### src/rtl/alu_sequencer_if.sv
// Request, ALU-side and response signals of the ALU sequencer.
// The slave modport is the sequencer's view of these signals; the master modport is the other side.
interface alu_sequencer_if;
   logic        req_valid;
   logic        req_ready;
   logic [3:0]  req_op;
   logic [31:0] req_a;
   logic [31:0] req_b;
   logic [31:0] alu_a;
   logic [31:0] alu_b;
   logic [12:0] alu_control;
   logic [63:0] alu_c;
   logic        rsp_valid;
   logic        rsp_ready;
   logic [31:0] rsp_hi;
   logic [31:0] rsp_lo;
   logic        rsp_err;
   logic        busy;

   modport slave (
      input  req_valid, req_op, req_a, req_b, alu_c, rsp_ready,
      output req_ready, alu_a, alu_b, alu_control, rsp_valid, rsp_hi, rsp_lo, rsp_err, busy
   );

   modport master (
      output req_valid, req_op, req_a, req_b, alu_c, rsp_ready,
      input  req_ready, alu_a, alu_b, alu_control, rsp_valid, rsp_hi, rsp_lo, rsp_err, busy
   );
endinterface

### src/rtl/alu_sequencer.sv
// Multi-cycle controller for the shared 32-bit ALU: accepts one op, holds the ALU inputs for the op's
// settle time, captures the 64-bit result into Z and returns it over a valid/ready response port.
module alu_sequencer #(
   parameter int unsigned MUL_CYCLES = 3,
   parameter int unsigned DIV_CYCLES = 4
) (
   input logic          clk,
   input logic          clr_n,
   alu_sequencer_if.slave bus
);

   typedef enum logic [1:0] {
      IDLE = 2'd0,
      EXEC = 2'd1,
      RESP = 2'd2
   } state_t;

   localparam logic [3:0] OP_MUL  = 4'd4;
   localparam logic [3:0] OP_DIV  = 4'd5;
   localparam logic [3:0] OP_LAST = 4'd12;
   localparam logic [5:0] MUL_CNT = 6'(MUL_CYCLES);
   localparam logic [5:0] DIV_CNT = 6'(DIV_CYCLES);

   state_t      state_r;
   state_t      state_nxt_s;
   logic [3:0]  op_r;
   logic [3:0]  op_nxt_s;
   logic [31:0] a_r;
   logic [31:0] a_nxt_s;
   logic [31:0] b_r;
   logic [31:0] b_nxt_s;
   logic [5:0]  cnt_r;
   logic [5:0]  cnt_nxt_s;
   logic [63:0] z_r;
   logic [63:0] z_nxt_s;
   logic        err_r;
   logic        err_nxt_s;
   logic        req_ready_r;
   logic        rsp_valid_r;
   logic        busy_r;
   logic [12:0] alu_control_r;

   function automatic logic [12:0] op_onehot(input logic [3:0] op);
      logic [12:0] sel;
      if (op <= OP_LAST) begin
         sel = 13'd1 << op;
      end else begin
         sel = 13'd0;
      end
      return sel;
   endfunction

   function automatic logic op_is_error(input logic [3:0] op, input logic [31:0] b);
      return (op > OP_LAST) || ((op == OP_DIV) && (b == 32'd0));
   endfunction

   // Next-state and datapath-register updates for the IDLE/EXEC/RESP sequence.
   always_comb begin
      state_nxt_s = state_r;
      op_nxt_s    = op_r;
      a_nxt_s     = a_r;
      b_nxt_s     = b_r;
      cnt_nxt_s   = cnt_r;
      z_nxt_s     = z_r;
      err_nxt_s   = err_r;
      case (state_r)
         IDLE: begin
            if (bus.req_valid) begin
               op_nxt_s = bus.req_op;
               a_nxt_s  = bus.req_a;
               b_nxt_s  = bus.req_b;
               if (op_is_error(bus.req_op, bus.req_b)) begin
                  z_nxt_s     = 64'd0;
                  err_nxt_s   = 1'b1;
                  cnt_nxt_s   = 6'd0;
                  state_nxt_s = RESP;
               end else if (bus.req_op == OP_MUL) begin
                  cnt_nxt_s   = MUL_CNT;
                  state_nxt_s = EXEC;
               end else if (bus.req_op == OP_DIV) begin
                  cnt_nxt_s   = DIV_CNT;
                  state_nxt_s = EXEC;
               end else begin
                  cnt_nxt_s   = 6'd0;
                  state_nxt_s = EXEC;
               end
            end else begin
               state_nxt_s = IDLE;
            end
         end
         EXEC: begin
            if (cnt_r != 6'd0) begin
               cnt_nxt_s = cnt_r - 6'd1;
            end else begin
               z_nxt_s     = bus.alu_c;
               err_nxt_s   = 1'b0;
               state_nxt_s = RESP;
            end
         end
         RESP: begin
            if (bus.rsp_ready) begin
               state_nxt_s = IDLE;
            end else begin
               state_nxt_s = RESP;
            end
         end
         default: begin
            state_nxt_s = IDLE;
         end
      endcase
   end

   // State, operand, counter and Z registers; port outputs are registered from the next state.
   always_ff @(posedge clk or negedge clr_n) begin
      if (!clr_n) begin
         state_r       <= IDLE;
         op_r          <= 4'd0;
         a_r           <= 32'd0;
         b_r           <= 32'd0;
         cnt_r         <= 6'd0;
         z_r           <= 64'd0;
         err_r         <= 1'b0;
         req_ready_r   <= 1'b1;
         rsp_valid_r   <= 1'b0;
         busy_r        <= 1'b0;
         alu_control_r <= 13'd0;
      end else begin
         state_r       <= state_nxt_s;
         op_r          <= op_nxt_s;
         a_r           <= a_nxt_s;
         b_r           <= b_nxt_s;
         cnt_r         <= cnt_nxt_s;
         z_r           <= z_nxt_s;
         err_r         <= err_nxt_s;
         req_ready_r   <= (state_nxt_s == IDLE);
         rsp_valid_r   <= (state_nxt_s == RESP);
         busy_r        <= (state_nxt_s != IDLE);
         alu_control_r <= (state_nxt_s == EXEC) ? op_onehot(op_nxt_s) : 13'd0;
      end
   end

   assign bus.req_ready   = req_ready_r;
   assign bus.alu_a       = a_r;
   assign bus.alu_b       = b_r;
   assign bus.alu_control = alu_control_r;
   assign bus.rsp_valid   = rsp_valid_r;
   assign bus.rsp_hi      = z_r[63:32];
   assign bus.rsp_lo      = z_r[31:0];
   assign bus.rsp_err     = err_r;
   assign bus.busy        = busy_r;

endmodule

### src/flat_wrapper.sv
// flat-port wrapper written by rule: the top's interface ports become plain ports
module alu_sequencer_flat 
#(
   parameter int unsigned MUL_CYCLES = 3,
   parameter int unsigned DIV_CYCLES = 4
)
  (clk, clr_n, bus_req_valid, bus_req_op, bus_req_a, bus_req_b, bus_alu_c, bus_rsp_ready, bus_req_ready, bus_alu_a, bus_alu_b, bus_alu_control, bus_rsp_valid, bus_rsp_hi, bus_rsp_lo, bus_rsp_err, bus_busy);
  alu_sequencer_if bus_i ();
  input logic clk;
  input logic clr_n;
  input wire logic [$bits(bus_i.req_valid)-1:0] bus_req_valid;
  input wire logic [$bits(bus_i.req_op)-1:0] bus_req_op;
  input wire logic [$bits(bus_i.req_a)-1:0] bus_req_a;
  input wire logic [$bits(bus_i.req_b)-1:0] bus_req_b;
  input wire logic [$bits(bus_i.alu_c)-1:0] bus_alu_c;
  input wire logic [$bits(bus_i.rsp_ready)-1:0] bus_rsp_ready;
  output wire logic [$bits(bus_i.req_ready)-1:0] bus_req_ready;
  output wire logic [$bits(bus_i.alu_a)-1:0] bus_alu_a;
  output wire logic [$bits(bus_i.alu_b)-1:0] bus_alu_b;
  output wire logic [$bits(bus_i.alu_control)-1:0] bus_alu_control;
  output wire logic [$bits(bus_i.rsp_valid)-1:0] bus_rsp_valid;
  output wire logic [$bits(bus_i.rsp_hi)-1:0] bus_rsp_hi;
  output wire logic [$bits(bus_i.rsp_lo)-1:0] bus_rsp_lo;
  output wire logic [$bits(bus_i.rsp_err)-1:0] bus_rsp_err;
  output wire logic [$bits(bus_i.busy)-1:0] bus_busy;
  assign bus_i.req_valid = bus_req_valid;
  assign bus_i.req_op = bus_req_op;
  assign bus_i.req_a = bus_req_a;
  assign bus_i.req_b = bus_req_b;
  assign bus_i.alu_c = bus_alu_c;
  assign bus_i.rsp_ready = bus_rsp_ready;
  assign bus_req_ready = bus_i.req_ready;
  assign bus_alu_a = bus_i.alu_a;
  assign bus_alu_b = bus_i.alu_b;
  assign bus_alu_control = bus_i.alu_control;
  assign bus_rsp_valid = bus_i.rsp_valid;
  assign bus_rsp_hi = bus_i.rsp_hi;
  assign bus_rsp_lo = bus_i.rsp_lo;
  assign bus_rsp_err = bus_i.rsp_err;
  assign bus_busy = bus_i.busy;
  alu_sequencer #(.MUL_CYCLES(MUL_CYCLES), .DIV_CYCLES(DIV_CYCLES)) u_core (.clk(clk), .clr_n(clr_n), .bus(bus_i));
endmodule
### config.mk
export PLATFORM = sky130hd
export DESIGN_NAME = alu_sequencer_flat
export DESIGN_NICKNAME = d
export VERILOG_FILES = /design/src/rtl/alu_sequencer_if.sv /design/src/rtl/alu_sequencer.sv /design/src/flat_wrapper.sv
export SDC_FILE = /design/constraint.sdc
export NUM_CORES = 1
export LEC_CHECK = 0
export ABC_AREA = 1
export BUFFER_PORTS_ARGS = -buffer_cell sky130_fd_sc_hd__buf_2
export CAP_MARGIN = 20
export CORE_AREA = 2 2 214 111
export DETAILED_ROUTE_END_ITERATION = 8
export DIE_AREA = 0 0 216 113
export SLEW_MARGIN = 20
export SYNTH_ARGS = -nofsm -noshare
export SYNTH_HDL_FRONTEND = slang
export SYNTH_SLANG_ARGS = --single-unit
### constraint.sdc
create_clock -name clk -period 3.06 [get_ports clk]
set_input_delay 0.612 -clock clk [delete_from_list [all_inputs] [get_ports clk]]
set_output_delay 0.612 -clock clk [all_outputs]
set_load 0.005 [all_outputs]
; Yosys cells after proc, flatten, opt, wreduce, memory -nomap -nowiden
; Index checks and enable logic that the tools add are counted.
[classes]
add_sub_neg = 1
magnitude_cmp = 2
eq_ne = 10
n_shift = 1
n_mux = 23
n_reduce_logical = 11
[op_table]
columns = op, count
row1 = 64-bit two-way mux, 3
row2 = 64-bit one-hot mux with 2 select lines, 1
row3 = 32-bit logical NOT, 1
row4 = 13-bit two-way mux, 2
row5 = 6-bit two-way mux, 4
row6 = "1-bit by 4-bit left shift with 13-bit output, first input constant", 1
row7 = 6-bit one-hot mux with 2 select lines, 1
row8 = "4-bit by 3-bit equality test with 1-bit output, second input constant", 2
row9 = 2-bit two-way mux, 4
row10 = 4-bit two-way mux, 2
row11 = 2-bit one-hot mux with 3 select lines, 1
row12 = 6-bit nonzero test, 1
row13 = "6-bit by 1-bit subtractor with 6-bit output, second input constant", 1
row14 = "2-bit by 1-bit equality test with 1-bit output, second input constant", 2
row15 = "2-bit equality test, second input constant", 2
row16 = "4-bit > comparator, second input constant", 1
row17 = "4-bit less-or-equal comparator, second input constant", 1
row18 = 2-bit logical NOT, 2
row19 = "2-bit by 1-bit inequality test with 1-bit output, second input constant", 2
row20 = "2-bit inequality test, second input constant", 2
row21 = 4-bit AND reduction, 1
row22 = 2-bit nonzero test, 2
row23 = 1-bit two-way mux, 3
row24 = 3-bit two-way mux, 1
row25 = other kinds (5), 5
[totals]
reg_bits = 157
out_inout_bits = 145
wordCells = 59

; Longest topological paths before layout
; Gate-level depths: netlist (run 1).
[depth]
word_depth = 8
ltp_mapped = 12
ltp_nobuf = 11

; Worst setup path before layout (run 1)
; OpenSTA, ideal clock, no wires.
[synth_timing]
path_type = input -> register
start = in bus_req_b[15]
end = reg u_core.z_r[44]
arrival_ns = 1.589
required_ns = 2.943
setup_slack_ns = 1.353
path_stages = 10
n_path_buf = 2
cell_sequence = nor2_1 -> nand2_1 -> nor2_1 -> nand3_1 -> o21bai_2 -> nand2_2 -> buf_4 -> buf_6 -> nand3_2 -> nand2_1
[synth_between]
elab_chain_cells = 5
[synth_rtl]
columns = element, line_no
row1 = from (decl), flat_wrapper.sv:14  ; input wire logic [$bits(bus_i.req_b)-1:0] bus_req_b;
row2 = 32-bit logical NOT, alu_sequencer.sv:54  ; return (op > OP_LAST) || ((op == OP_DIV) && (b == 32'd0));
row3 = 1-bit logical AND, alu_sequencer.sv:54
row4 = 1-bit logical OR, alu_sequencer.sv:54
row5 = 2-bit by 1-bit inequality test with 1-bit output (no source line), n/a
row6 = 4-bit AND reduction (no source line), n/a
row7 = to (signal assigned), alu_sequencer.sv:133  ; z_r <= z_nxt_s;
row8 = to (decl), alu_sequencer.sv:34  ; logic [63:0] z_r;
; Every way passes these cells.
; A chain may end at the register's enable or synchronous reset.

; Worst setup path in the final report (run 1)
[layout_timing]
start = reg u_core.state_r[1]
end = reg u_core.req_ready_r (netlist: u_core.bus.req_ready)
[layout_between]
elab_chain_cells = 3
elab_cells_between_ends = 6
cone_classes = eq/ne (2) / mux (2) / reduce/logical (2)
[layout_rtl]
columns = element, line_no
row1 = from (decl), alu_sequencer.sv:24  ; state_t state_r;
row2 = from (signal assigned), alu_sequencer.sv:128  ; state_r <= state_nxt_s;
row3 = "2-bit equality test, or another cell as far along", alu_sequencer.sv:66  ; case (state_r)
row4 = 2-bit one-hot mux with 3 select lines *, alu_sequencer.sv:66
row5 = named net u_core.state_nxt_s[1], alu_sequencer.sv:25  ; state_t state_nxt_s;
row6 = 2-bit logical NOT *, alu_sequencer.sv:135  ; req_ready_r <= (state_nxt_s == IDLE);
row7 = to (signal assigned), alu_sequencer.sv:135
row8 = to (decl), alu_sequencer.sv:38  ; logic req_ready_r;
; Mark *: on every way through the listed nets, which the timed path passes. The rest lies on a longest branch.

==> results of run 1 <==
==> placed cells by master, fill, tap and decap left out, types with 13 or more instances in the layout <==
| cell | n |
|---|---|
| nand2_1 | 274 |
| nand3_1 | 58 |
| nand4_1 | 64 |
| dfrtp_1 | 155 |
| buf_2 | 279 |
| inv_1 | 13 |
| clkbuf_16 | 17 |
| nand3_2 | 20 |
| nor2_1 | 49 |
==> worst paths after layout <==
path	to	slack [ns]
setup / recovery	u_core.bus.req_ready	0.76
hold / removal	u_core.bus.alu_b[18]	0.15
setup reg to reg	u_core.bus.req_ready	0.76
hold reg to reg	u_core.bus.alu_b[18]	0.47
max in group asynchronous	u_core.bus.alu_b[27]	2.11
min in group clk	u_core.bus.alu_a[27]	0.37
==> metrics by stage <==
stage | total power [mW] | hold WS, ns | cell area, um2
CTS | 8.91 | 0.166 | 8910
floorplan | 5.21 | 0.316 | 6620
global placement | 6.59 | 0.457 | 8300
global route | 9.51 | 0.191 | 8910
detailed placement | 6.65 | 0.460 | 8300
finish | 8.79 | 0.155 | 8920
==> sequential cells by signal, summed over array words and instances, names as in the netlist <==
name / count
u_core.state_r: 2
u_core.bus.rsp_err: 1
u_core.bus.alu_b: 32
u_core.bus.req_ready: 1
u_core.z_r: 64
u_core.cnt_r: 6
u_core.op_r: 4
u_core.bus.busy: 1
u_core.bus.alu_a: 32
u_core.bus.alu_control: 13
u_core.bus.rsp_valid: 1
==> cell families after synthesis <==
family	synth area share, %
simple gates	33.6
flops	59.4
buf+inv	4.73
compound gates	1.98
xor+xnor	0.132
fa+ha+maj	0.189
==> where the power goes <==
group | switching, mW | internal [mW]
combinational | 1.97 | 1.22
sequential | 0.459 | 2.93
clock | 0.861 | 1.35
total | 3.29 | 5.50
==> layer usage <==
metal | part of all wire, % | global-route usage [%] | up-vias
li1 | - | - | 2924
met5 | 0.035 | 0 | -
met2 | 44 | 25.0 | 188
met4 | 0.79 | 4.38 | 2
met3 | 6.3 | 5.81 | 13
met1 | 49 | 24.0 | 2875
==> area by class of cell <==
class                   count  area [um2]  share of cell area, %
multi-input cells         505        2380                   26.6
clock buffers              23         478                   5.36
clock inverters             9         135                   1.52
inverters                  23        86.3                  0.968
well taps                 307         384                   4.31
diodes                      1        2.50                 0.0281
repair buffers            292        1520                   17.1
flip-flops and latches    157        3930                   44.1
==> out/results.txt, run 1 <==
RSZ-0062 raised after global routing: no
Crit path buf inv count: 2
Slew @ Worst Pin: 0.853 ns
DIE WIDTH: 216 um
Routed WL per cell: 15.0 um
Max transition margin: 43.1%
Tcrit/Tclk final: 75.1%
Endpoints failing setup: 0
Final TNS setup: 0 ns
DR vias/cell: 4.56
Synth warnings: 0
Vias in the first global route: 5,861
Synth Cell Area: 6620 um2
Pins Over Slew Limit: 0
Worst Reg-to-Reg Cells: 7
Asr flop ratio synth: 100%
Final std cells w/o fill: 1,317
Fin crit period: 2.30 ns
Pre-Repair DR Iteration Count: 5
Reg2reg start: u_core.state_r[1]
Area grow syn2layout: 34.7%
Commonest cells in the netlist: 274 x nand2_1, 156 x dfrtp_1, 64 x nand4_1, 58 x nand3_1, 49 x nor2_1
Top Ports: 281
Post-synth EDFFs: 0
ANT nets after route: 0
Crit-path slowest cell: buf_4
Net Count, Synth: 872
CP max FO: 68
CP Cell Sequence: nor2_1, nand2_4, inv_2, nand2_2, buf_4, nand2_1, nor2_1
Final HPWL from detailed placement: 13.9 mm
Clock H-tree levels: 4
Setup WS pre-CTS: 0.499 ns
PwrDens: 986 nW/um2
CTS clock-pin slew for the worst setup and hold paths: 0.06 ns
Largest net degree at the start of global routing: 69
Die Ht: 113 um
Worst path top cell family by delay: buffers and inverters
# fillers: 2,288
Count leader, synth: nand2_1
CTS tree: done
Die area: 24,400 um2
GRT Residual Overflow: 0
Clock Latency Late Sink: 0.44 ns
Initial antenna violation count: 2
WP data arrival: 2.66 ns
Placement Rows: 39
Layout Skew: 0.00899 ns
Worst Setup SP: u_core.state_r[1]
Layout cells sized above 1: 36.4%
CTS Hold Bufs: 0
Largest area contributor in the netlist: dfrtp_1
Total Routing Usage GR: 17.0%
Primary FF master, synth: dfrtp_1
Critical Path RT: 3.42 ns
Crit path kind: register to register
Outcome: completed
Final Hold Fails: 0
Residual DRC: 0
Worst VDD drop: 0.413 mV
Crit-path max cell delay: 0.67 ns
Gpl congestion: 0.799
Syn Area/Cell: 9.01 um2
Total placed cells including tap cells: 1,284
IO Port Bufs: 280
Initial Util: 29.5%
CTS Buffer Depth: 2
Layout Utilization: 39.7%
Most common cell on crit path: nor2_1
Root Driver: clkbuf_16
Core box area: 22,400 um2
Fin nets: 1,133
# Post-CTS Setup Buffers: 0
Hold Crit Class: input pin to async pin
Drt initial violations: 383
WL final: 19.8 mm
First-pass GRT wire length: 32.0 mm
Sink Count: 157
Synth Instances: 735
Leak pwr: 4.97 nW
Setup crit end kind: register
Synth cell types: 30
Achievable Freq: 435 MHz
Yosys top cell area share: 59.0%
Top post-synthesis cells by area: dfrtp_1 59%, nand2_1 16%, nand4_1 6.0%, nand3_1 4.4%, nand3_2 3.0%
Max_cap viols: 0
Post-CTS sizing: 0
Total CTS buffers: 17
CP Launch Type: register
Via count: 6,002
Stages on the worst setup path: 7
Sequential area share after synthesis: 59.4%
Yosys reg bits: 157
Final worst setup slack: 0.761 ns
No activity file was read; power rests on OpenSTA's default activity.
==> run 2: changes to the inputs <==
==> constraint.sdc (replaced) <==
create_clock -name clk -period 1.88 [get_ports clk]
set_input_delay 0.376 -clock clk [delete_from_list [all_inputs] [get_ports clk]]
set_output_delay 0.376 -clock clk [all_outputs]
set_load 0.005 [all_outputs]
==> out/results.txt, run 2 (synthesis gave the netlist of run 1 again) <==
Switch share: 37.5% (was 37.4%)
DR vias/cell: 4.51 (was 4.56)
Largest register by flop count: u_core.z_r (unchanged)
CTS Buffer Depth: 2 (unchanged)
RSZ-0062 raised after global routing: no (unchanged)
Hold Crit Start: bus_req_a[20]
Max_cap viols: 0 (unchanged)
Outcome: completed (unchanged)
Reg2reg start: u_core.cnt_r[0] (was u_core.state_r[1])
First-pass GRT wire length: 32.1 mm (was 32.0 mm)
Fin crit period: 1.76 ns (was 2.30 ns)
Area of the multi-input gates: 2380 um2 (about the same)
Clock H-tree levels: 4 (unchanged)
Crit path kind: register to register (unchanged)
Sink Count: 157 (unchanged)
Worst Hold End: u_core.bus.alu_a[20]
Vias in the first global route: 5,984 (was 5,861)
Root Driver: clkbuf_16 (unchanged)
Register area: 3930 um2 (unchanged)
Fin nets: 1,150 (was 1,133)
Placement Rows: 39 (unchanged)
CP max FO: 5 (was 68)
Via count: 6,022 (was 6,002)
Worst VDD drop: 0.674 mV (was 0.413 mV)
Crit-path max cell delay: 0.38 ns (was 0.67 ns)
Crit-path slowest cell: dfrtp_1 (was buf_4)
Clock Latency Late Sink: 0.43 ns (was 0.44 ns)
Final total power: 14.5 mW (was 8.79 mW)
Gpl congestion: 0.805 (was 0.799)
Residual DRC: 0 (unchanged)
Core box area: 22,400 um2 (unchanged)
Reg2reg setup slack: 0.12 ns (was 0.76 ns)
Routed WL per cell: 15.1 um (was 15.0 um)
Achievable Freq: 569 MHz (was 435 MHz)
Hold Path Cell Cnt: 3
Internal cell power: 9.08 mW (was 5.50 mW)
Critical Path RT: 2.20 ns (was 3.42 ns)
WP data arrival: 2.08 ns (was 2.66 ns)
Drt initial violations: 496 (was 383)
IO Port Bufs: 280 (unchanged)
Total Routing Usage GR: 17.1% (was 17.0%)
Reg2reg end: u_core.cnt_r[3] (was u_core.bus.req_ready)
Initial antenna violation count: 4 (was 2)
Tcrit/Tclk final: 93.4% (was 75.1%)
Switch Pwr: 5.44 mW (was 3.29 mW)
Pins Over Slew Limit: 0 (unchanged)
Top Ports: 281 (unchanged)
Largest net degree at the start of global routing: 66 (was 69)
Setup crit end kind: register (unchanged)
Layout Skew: 0.00766 ns (was 0.00899 ns)
Pre-Repair DR Iteration Count: 4 (was 5)
Worst Reg-to-Reg Cells: 12 (was 7)
WL final: 20.2 mm (was 19.8 mm)
Die Ht: 113 um (unchanged)
Reg power frac: 37.9% (was 38.5%)
# fillers: 2,281 (was 2,288)
Total CTS buffers: 17 (unchanged)
Final TNS setup: 0 ns (unchanged)
Layout cells sized above 1: 37.7% (was 36.4%)
PwrDens: 1590 nW/um2 (was 986 nW/um2)
Final Hold Fails: 0 (unchanged)
CTS clock-pin slew for the worst setup and hold paths: 0.06 ns (about the same)
Setup WS pre-CTS: 0.0421 ns (was 0.499 ns)
Slew @ Worst Pin: 0.660 ns (was 0.853 ns)
Gate power share: 38.2% (was 36.3%)
Max transition margin: 56.0% (was 43.1%)
GRT Residual Overflow: 0 (unchanged)
Final worst setup slack: 0.123 ns (was 0.761 ns)
# Post-CTS Setup Buffers: 0 (unchanged)
Most common cell after layout, fill and taps aside: buf_2 (unchanged)
Final HPWL from detailed placement: 14.5 mm (was 13.9 mm)
CP Launch Type: register (unchanged)
CP Cell Sequence: inv_1, ha_1, nand2_1, nor2_2, nand2_2, nand2_1, inv_2, nor2_4, buf_4, nor2_1, o21ai_0, nor2_1 (was nor2_1, nand2_4, inv_2, nand2_2, buf_4, nand2_1, nor2_1)
Endpoints failing setup: 0 (unchanged)
Die area: 24,400 um2 (unchanged)
CTS tree: done (unchanged)
Max FFs per register: 64 (unchanged)
DIE WIDTH: 216 um (unchanged)
ANT nets after route: 0 (unchanged)
Clock share of power: 23.9% (was 25.1%)
Worst Setup SP: u_core.cnt_r[0] (was u_core.state_r[1])
Leak pwr: 5.08 nW (was 4.97 nW)
Area grow syn2layout: 37.9% (was 34.7%)
Hold Crit Class: input pin to register (was input pin to async pin)
Initial Util: 29.5% (unchanged)
Most frequent cells in the layout: 279 x buf_2, 273 x nand2_1, 155 x dfrtp_1, 64 x nand4_1, 58 x nand3_1 (was 279 x buf_2, 274 x nand2_1, 155 x dfrtp_1, 64 x nand4_1, 58 x nand3_1)
[run 2: metrics by stage]
step	util (%)	area, um2	instances	hold slack (ns)
2_1_floorplan	-	6620	735	0.0804
3_3_place_gp	38.0	8520	1300	0.312
3_5_place_dp	38.0	8520	1300	0.314
4_1_cts	40.6	9110	1332	0.100
5_1_grt	40.7	9130	1333	0.114
6_report	40.7	9130	1334	0.131
[run 2: area by class of cell]
cell class	count	area share, %
flip-flops and latches	157	43.1
well taps	307	4.21
repair buffers	309	19.2
multi-input cells	505	26.1
clock inverters	9	1.21
diodes	2	0.0548
inverters	23	0.946
clock buffers	22	5.20
[run 2: what timing repair did]
action,4_1_cts,5_1_grt
hold endpoints to repair,29,0
hold buffers,1,0
resized for setup,0,3
setup endpoints to repair,0,80
[run 2: worst max-delay path, delay by kind of cell, from the launching register on]
kind	cells	cell delay, ns
and+or+nand+nor	7	0.61
buffers and inverters	3	0.33
adders and majority gates	1	0.18
DFF	1	0.38
AOI/OAI and AO/OA	1	0.14
[run 2: power by group through the flow]
stage | registers (mW) | clock network [mW] | logic, mW
2_1_floorplan | 5.61 | 0 | 2.87
3_5_place_dp | 5.52 | 0 | 5.62
3_3_place_gp | 5.54 | 0 | 5.52
5_1_grt | 5.66 | 3.72 | 6.27
6_report | 5.50 | 3.47 | 5.55
4_1_cts | 5.50 | 3.58 | 5.63
[run 2: how the worst max path moves through the flow]
stage,slack (ns),cells after the start,end
after floorplan,0.23,12,u_core.bus.busy
after global placement,0.05,10,u_core.z_r[59]
after detailed placement,0.04,10,u_core.z_r[32]
after CTS,0.07,12,u_core.cnt_r[3]
after global routing,0.005,12,u_core.cnt_r[3]
final,0.12,12,u_core.cnt_r[3]
[run 2: per-layer routing]
layer  track usage, %  share of wire [%]  vias to the layer above
met5                0               0.12                        -
met4             7.08                2.1                        4
met3             5.03                6.9                       29
met2             24.8                 43                      190
met1             23.9                 48                     2848
li1                 -                  -                     2951
